$ cat src/rtl/legv8_pkg.sv
// Shared LEGv8 definitions: immediate-generator mode encodings and the
// instruction-field positions each immediate format is taken from.
package legv8_pkg;

    localparam logic [2:0] IMM_B    = 3'b000;
    localparam logic [2:0] IMM_I    = 3'b001;
    localparam logic [2:0] IMM_D    = 3'b010;
    localparam logic [2:0] IMM_CB   = 3'b011;
    localparam logic [2:0] IMM_MOVZ = 3'b100;

    localparam int B_MSB    = 25;
    localparam int B_LSB    = 0;
    localparam int I_MSB    = 21;
    localparam int I_LSB    = 10;
    localparam int D_MSB    = 20;
    localparam int D_LSB    = 12;
    localparam int CB_MSB   = 23;
    localparam int CB_LSB   = 5;
    localparam int MOVZ_MSB = 20;
    localparam int MOVZ_LSB = 5;
    localparam int HW_MSB   = 22;
    localparam int HW_LSB   = 21;

    localparam int B_W    = B_MSB - B_LSB + 1;
    localparam int I_W    = I_MSB - I_LSB + 1;
    localparam int D_W    = D_MSB - D_LSB + 1;
    localparam int CB_W   = CB_MSB - CB_LSB + 1;
    localparam int MOVZ_W = MOVZ_MSB - MOVZ_LSB + 1;

    localparam int TAG_W = 8;
    localparam int CNT_W = 16;

endpackage

$ cat src/rtl/imm_decode.sv
// Combinational immediate decoder: selects, extends and shifts the field
// named by ctrl; reserved encodings yield zero and flag illegal.
module imm_decode
    import legv8_pkg::*;
#(
    parameter int DATA_W   = 64,
    parameter int BR_SHIFT = 2
) (
    input  logic [25:0]       imm26,
    input  logic [2:0]        ctrl,
    output logic [DATA_W-1:0] imm,
    output logic              illegal
);

    logic [DATA_W-1:0] b_ext;
    logic [DATA_W-1:0] i_ext;
    logic [DATA_W-1:0] d_ext;
    logic [DATA_W-1:0] cb_ext;
    logic [DATA_W-1:0] movz_ext;
    logic [5:0]        movz_sh;

    assign b_ext    = {{(DATA_W-B_W){imm26[B_MSB]}}, imm26[B_MSB:B_LSB]};
    assign i_ext    = {{(DATA_W-I_W){1'b0}}, imm26[I_MSB:I_LSB]};
    assign d_ext    = {{(DATA_W-D_W){imm26[D_MSB]}}, imm26[D_MSB:D_LSB]};
    assign cb_ext   = {{(DATA_W-CB_W){imm26[CB_MSB]}}, imm26[CB_MSB:CB_LSB]};
    assign movz_ext = {{(DATA_W-MOVZ_W){1'b0}}, imm26[MOVZ_MSB:MOVZ_LSB]};
    // hw*16; shifting at or past DATA_W clears the result (MOVZ hw=3 at 32 bits)
    assign movz_sh  = {imm26[HW_MSB:HW_LSB], 4'b0000};

    always_comb begin
        imm     = '0;
        illegal = 1'b0;
        case (ctrl)
            IMM_B:    imm = b_ext << BR_SHIFT;
            IMM_I:    imm = i_ext;
            IMM_D:    imm = d_ext;
            IMM_CB:   imm = cb_ext << BR_SHIFT;
            IMM_MOVZ: imm = movz_ext << movz_sh;
            default:  illegal = 1'b1;
        endcase
    end

endmodule

$ cat src/rtl/imm_extend_pipe.sv
// Pipelined LEGv8 immediate generator: decode on accept, then a small
// circular output buffer with valid/ready handshakes on both sides.
module imm_extend_pipe
    import legv8_pkg::*;
#(
    parameter int DATA_W    = 64,
    parameter int BR_SHIFT  = 2,
    parameter int BUF_DEPTH = 2
) (
    input  logic              CLK,
    input  logic              Reset,
    input  logic              InValid,
    output logic              InReady,
    input  logic [25:0]       Imm26,
    input  logic [2:0]        Ctrl,
    input  logic [TAG_W-1:0]  InTag,
    output logic              OutValid,
    input  logic              OutReady,
    output logic [DATA_W-1:0] BusImm,
    output logic [TAG_W-1:0]  OutTag,
    output logic              IllegalOp,
    output logic [CNT_W-1:0]  IllegalCnt
);

    localparam int PTR_W  = $clog2(BUF_DEPTH);
    localparam int OCC_W  = PTR_W + 1;
    localparam logic [OCC_W-1:0] FULL = OCC_W'(BUF_DEPTH);

    logic [DATA_W-1:0] dec_imm;
    logic              dec_illegal;

    logic [DATA_W-1:0] imm_mem [BUF_DEPTH];
    logic [TAG_W-1:0]  tag_mem [BUF_DEPTH];
    logic              ill_mem [BUF_DEPTH];

    logic [OCC_W-1:0]  count_reg, count_next, remain;
    logic [PTR_W-1:0]  rd_ptr_reg, rd_ptr_next;
    logic [PTR_W-1:0]  wr_ptr_reg, wr_ptr_next;
    logic [DATA_W-1:0] bus_imm_reg, bus_imm_next;
    logic [TAG_W-1:0]  out_tag_reg, out_tag_next;
    logic              illegal_op_reg, illegal_op_next;
    logic [CNT_W-1:0]  illegal_cnt_reg, illegal_cnt_next;
    logic              push, pop;

    imm_decode #(
        .DATA_W  (DATA_W),
        .BR_SHIFT(BR_SHIFT)
    ) u_decode (
        .imm26  (Imm26),
        .ctrl   (Ctrl),
        .imm    (dec_imm),
        .illegal(dec_illegal)
    );

    assign OutValid   = (count_reg != '0);
    assign pop        = OutValid & OutReady;
    // A pop frees a slot this cycle, so a full buffer can still take an input.
    assign InReady    = (count_reg < FULL) | pop;
    assign push       = InValid & InReady;

    assign BusImm     = bus_imm_reg;
    assign OutTag     = out_tag_reg;
    assign IllegalOp  = illegal_op_reg;
    assign IllegalCnt = illegal_cnt_reg;

    always_comb begin
        count_next       = count_reg;
        rd_ptr_next      = rd_ptr_reg;
        wr_ptr_next      = wr_ptr_reg;
        illegal_cnt_next = illegal_cnt_reg;
        bus_imm_next     = bus_imm_reg;
        out_tag_next     = out_tag_reg;
        illegal_op_next  = illegal_op_reg;

        if (push) wr_ptr_next = wr_ptr_reg + PTR_W'(1);
        if (pop)  rd_ptr_next = rd_ptr_reg + PTR_W'(1);

        case ({push, pop})
            2'b10:   count_next = count_reg + OCC_W'(1);
            2'b01:   count_next = count_reg - OCC_W'(1);
            default: count_next = count_reg;
        endcase

        if (push && dec_illegal && (illegal_cnt_reg != {CNT_W{1'b1}}))
            illegal_cnt_next = illegal_cnt_reg + CNT_W'(1);

        // Entries already stored that survive this cycle's pop; if none remain,
        // the incoming result (if any) becomes the new head directly.
        remain = pop ? (count_reg - OCC_W'(1)) : count_reg;
        if (remain != '0) begin
            bus_imm_next    = imm_mem[rd_ptr_next];
            out_tag_next    = tag_mem[rd_ptr_next];
            illegal_op_next = ill_mem[rd_ptr_next];
        end else if (push) begin
            bus_imm_next    = dec_imm;
            out_tag_next    = InTag;
            illegal_op_next = dec_illegal;
        end
    end

    always_ff @(posedge CLK) begin
        if (push) begin
            imm_mem[wr_ptr_reg] <= dec_imm;
            tag_mem[wr_ptr_reg] <= InTag;
            ill_mem[wr_ptr_reg] <= dec_illegal;
        end
    end

    always_ff @(posedge CLK or posedge Reset) begin
        if (Reset) begin
            count_reg       <= '0;
            rd_ptr_reg      <= '0;
            wr_ptr_reg      <= '0;
            bus_imm_reg     <= '0;
            out_tag_reg     <= '0;
            illegal_op_reg  <= 1'b0;
            illegal_cnt_reg <= '0;
        end else begin
            count_reg       <= count_next;
            rd_ptr_reg      <= rd_ptr_next;
            wr_ptr_reg      <= wr_ptr_next;
            bus_imm_reg     <= bus_imm_next;
            out_tag_reg     <= out_tag_next;
            illegal_op_reg  <= illegal_op_next;
            illegal_cnt_reg <= illegal_cnt_next;
        end
    end

endmodule

$ cat config.mk
export PLATFORM = sky130hd
export DESIGN_NAME = imm_extend_pipe
export DESIGN_NICKNAME = d
export VERILOG_FILES = /design/src/rtl/legv8_pkg.sv /design/src/rtl/imm_decode.sv /design/src/rtl/imm_extend_pipe.sv
export SDC_FILE = /design/constraint.sdc
export NUM_CORES = 1
export LEC_CHECK = 0
export BUFFER_PORTS_ARGS = -buffer_cell sky130_fd_sc_hd__buf_2
export CELL_PAD_IN_SITES_DETAIL_PLACEMENT = 1
export CELL_PAD_IN_SITES_GLOBAL_PLACEMENT = 1
export CORE_MARGIN = 2
export CORE_UTILIZATION = 25
export CTS_CLUSTER_DIAMETER = 50
export CTS_CLUSTER_SIZE = 30
export DETAILED_ROUTE_END_ITERATION = 7
export PLACE_DENSITY_LB_ADDON = 0.1
export SYNTH_ARGS = -nofsm -noshare
export SYNTH_HDL_FRONTEND = slang
export SYNTH_SLANG_ARGS = --single-unit
$ cat constraint.sdc
create_clock -name CLK -period 6.2 [get_ports CLK]
set_clock_uncertainty 0.05 [all_clocks]
set_input_delay 0.62 -clock CLK [delete_from_list [all_inputs] [get_ports CLK]]
set_output_delay 0.62 -clock CLK [all_outputs]
set_load 0.01 [all_outputs]
==> qor.csv <==
metric,value,unit
antenna_found_initial,4,
drt_iter0_markers,418,
rr_worst_depth,8,
async_reset_ff_frac,0.389,
clk_latency,530,ps
cts_sinks,239,
endpoint,imm_mem[0][58],
dieArea,44500,sq um
slew_violations,0,
seq_area,6710,sq um
crit_fanout,19,
synth_fa_ha_area_frac,0.00351,
htreeDepth,2,
cp-startpoint,count_reg[1],
hold_viol_final,0,
topRoutingLayerUsed,met4,
drt_first_pass_iters,4,
synth_seq_area_share,0.627,
fill_cells,4548,
synth_top_family_by_area,compound AO/OA/AOI/OAI gates,
synth_edf_count,146,
route.detailed.drc,0,
max_slew_margin,0.322,
post_cts_buffers,0,
timing.rr.end,imm_mem[0][58],
netlist_area,10700,sq um
synthFlopType,edfxtp_1,
fin_tns_setup,0,ps
layout-drive-gt1-share,0.245,
yosys_warnings,0,
postRouteWirelength,35100,microns
io_buffers,131,
start_util,0.254,
rrSetupSlack,2220,ps
startpoint_type,flop,
reg2reg_from,count_reg[1],
clock.fmax,0.251,GHz
numCtsBuffers,38,
worstMarginPinSlew,1020,ps
cts-root-buf,clkbuf_16,
timing.hold.ws,122,ps
synth-simple-area-share,0.117,
cts-hold-fix-buffers,0,
setup_viol,0,
met2WireLength,15700,microns
io_pins,132,
worstPathArrival,4140,ps
regMostFlops,imm_mem,
overflow,0,
synth.avg_cell_area,12.5,sq um
ys_seq_elements,239,
cts.path.max_buffers,3,
layout_setup_ws,2220,ps
ir_drop,210,uV
cp.required,6360,ps
cts_resized,0,
wl_per_cell,22.7,microns
dp_cells,1475,
core-area,42100,sq um
end_kind,flop,
outcome,finished clean,
viasPerCell,4.91,
wl_met3,1690,microns
yosys-mux-area-fraction,0.0303,
drt.antenna.violating_nets,0,
critical_path_class,flop to flop,
p_leak,5.72,nW
multiInputGateArea,3570,sq um
grt_pass1_vias,8051,
clk_pin_slew,60,ps
rsz0062_at_grt,false,
area_growth,22.1,%
path_cells,"inv_2, ha_1, nor2b_1, nand2b_4, and2_1, inv_6, nor2_4, buf_4",
fin_crit,3980,ps
critPathSlowestCell,and2_1,
rows,75,
fin_util,0.310,
post-place-ws,2130,ps
dieWidth,211,microns
cp_slowest_stage_delay,800,ps
postSynthNetCount,903,
die_h,211,microns
cap_viol_max_count,0,
track_usage,0.160,
yosys.area_share.xor_xnor,0.0154,
grt_pass1_wl,53100,microns
cts_tree,built,
final_cells,1546,
detailed_place_hpwl,21600,microns
vias,7593,
nets,1020,
ys_types,61,
met1Wirelength,16900,microns
grt_max_degree,61,
synth_compound_area_frac,0.165,
gp_congestion,0.708,
min_path_type,input port to asynchronous set/reset pin,
min_period_over_period,0.642,
largest_register_ffs,128,
netlist_instances,859,
p_per_area,536,nW/um^2
## area by class of cell
| class | count | area share |
|---|---|---|
| sequential | 239 | 0.514 |
| timing repair buffer | 143 | 0.0580 |
| multi-input combinational | 535 | 0.273 |
| tap | 539 | 0.0516 |
| antenna | 3 | 0.000575 |
| clock inverter | 25 | 0.0208 |
| inverter | 19 | 0.00613 |
| clock buffer | 43 | 0.0759 |
## where the power goes
group	switching, mW	internal [mW]
Combinational	1.48	0.873
Clock	0.804	1.33
Sequential	0.257	2.26
## placed cells by master (no fill, tap or decap), types with 9 or more instances in the layout
| master | Yosys | routed |
|---|---|---|
| nand2_1 | 145 | 145 |
| and3_1 | 43 | 42 |
| a211oi_1 | 9 | 9 |
| mux2i_1 | 11 | 11 |
| a211o_1 | 47 | 47 |
| a31oi_1 | 26 | 26 |
| nor3_1 | 12 | 12 |
| buf_4 | 7 | 11 |
| mux4_2 | 9 | 9 |
| edfxtp_1 | 146 | 146 |
| buf_2 | 26 | 131 |
| inv_1 | 15 | 14 |
| clkbuf_16 | 0 | 39 |
| nand3_1 | 14 | 14 |
| a21oi_1 | 57 | 57 |
| a22o_1 | 17 | 17 |
| xnor2_1 | 9 | 9 |
| dfrtp_1 | 93 | 93 |
| nor2b_1 | 14 | 14 |
| a21o_1 | 31 | 31 |
| a221oi_1 | 15 | 15 |
## worst min path at each step
stage                          to  cells after the start
floorplan              wr_ptr_reg                      1
global placement    IllegalCnt[8]                      1
finish                 BusImm[47]                      2
CTS                    BusImm[50]                      2
global route           BusImm[47]                      2
detailed placement  IllegalCnt[8]                      1
## layer usage
| metal | vias up | track usage |
|---|---|---|
| met5 | - | 0 |
| met4 | 0 | 0.0517 |
| met3 | 59 | 0.0308 |
| met2 | 178 | 0.249 |
| met1 | 3880 | 0.225 |
| li1 | 3476 | - |
## stage by stage
step | total power [mW] | cell area (sq um)
after floorplan | 4.09 | 10700
after global placement | 4.96 | 11800
after detailed placement | 4.98 | 11800
after CTS | 7.18 | 13100
after global routing | 7.49 | 13100
final | 7.00 | 13100
## synth_stat cells, types with 11 or more instances
library cell | number | area (sq um)
inv_1 | 15 | 56.3
nand3_1 | 14 | 70.1
edfxtp_1 | 146 | 4380
mux2i_1 | 11 | 110
a31oi_1 | 26 | 163
dfrtp_1 | 93 | 2330
nor2b_1 | 14 | 87.6
and3_1 | 43 | 269
nand2_1 | 145 | 544
a21o_1 | 31 | 233
buf_2 | 26 | 130
nor3_1 | 12 | 60.1
clkbuf_1 | 24 | 90.1
a22o_1 | 17 | 149
a21oi_1 | 57 | 285
a221oi_1 | 15 | 131
a211o_1 | 47 | 412
## worst max-delay path, delay by kind of cell, from the launching register on
kind / cells / cell delay [ps]
adder cells (fa/ha/maj): 1 / 200
flip-flops: 1 / 510
AND/OR/NAND/NOR: 4 / 2290
buffers and inverters: 3 / 600
## kinds of logic after synthesis
group	after synthesis
AOI/OAI and AO/OA	236
DFF	239
adders and majority gates	3
xor gates and xnor gates	18
and+or+nand+nor	257
muxes	21
buffers and inverters	85
Note: power is estimated with default switching activity, not from simulation.
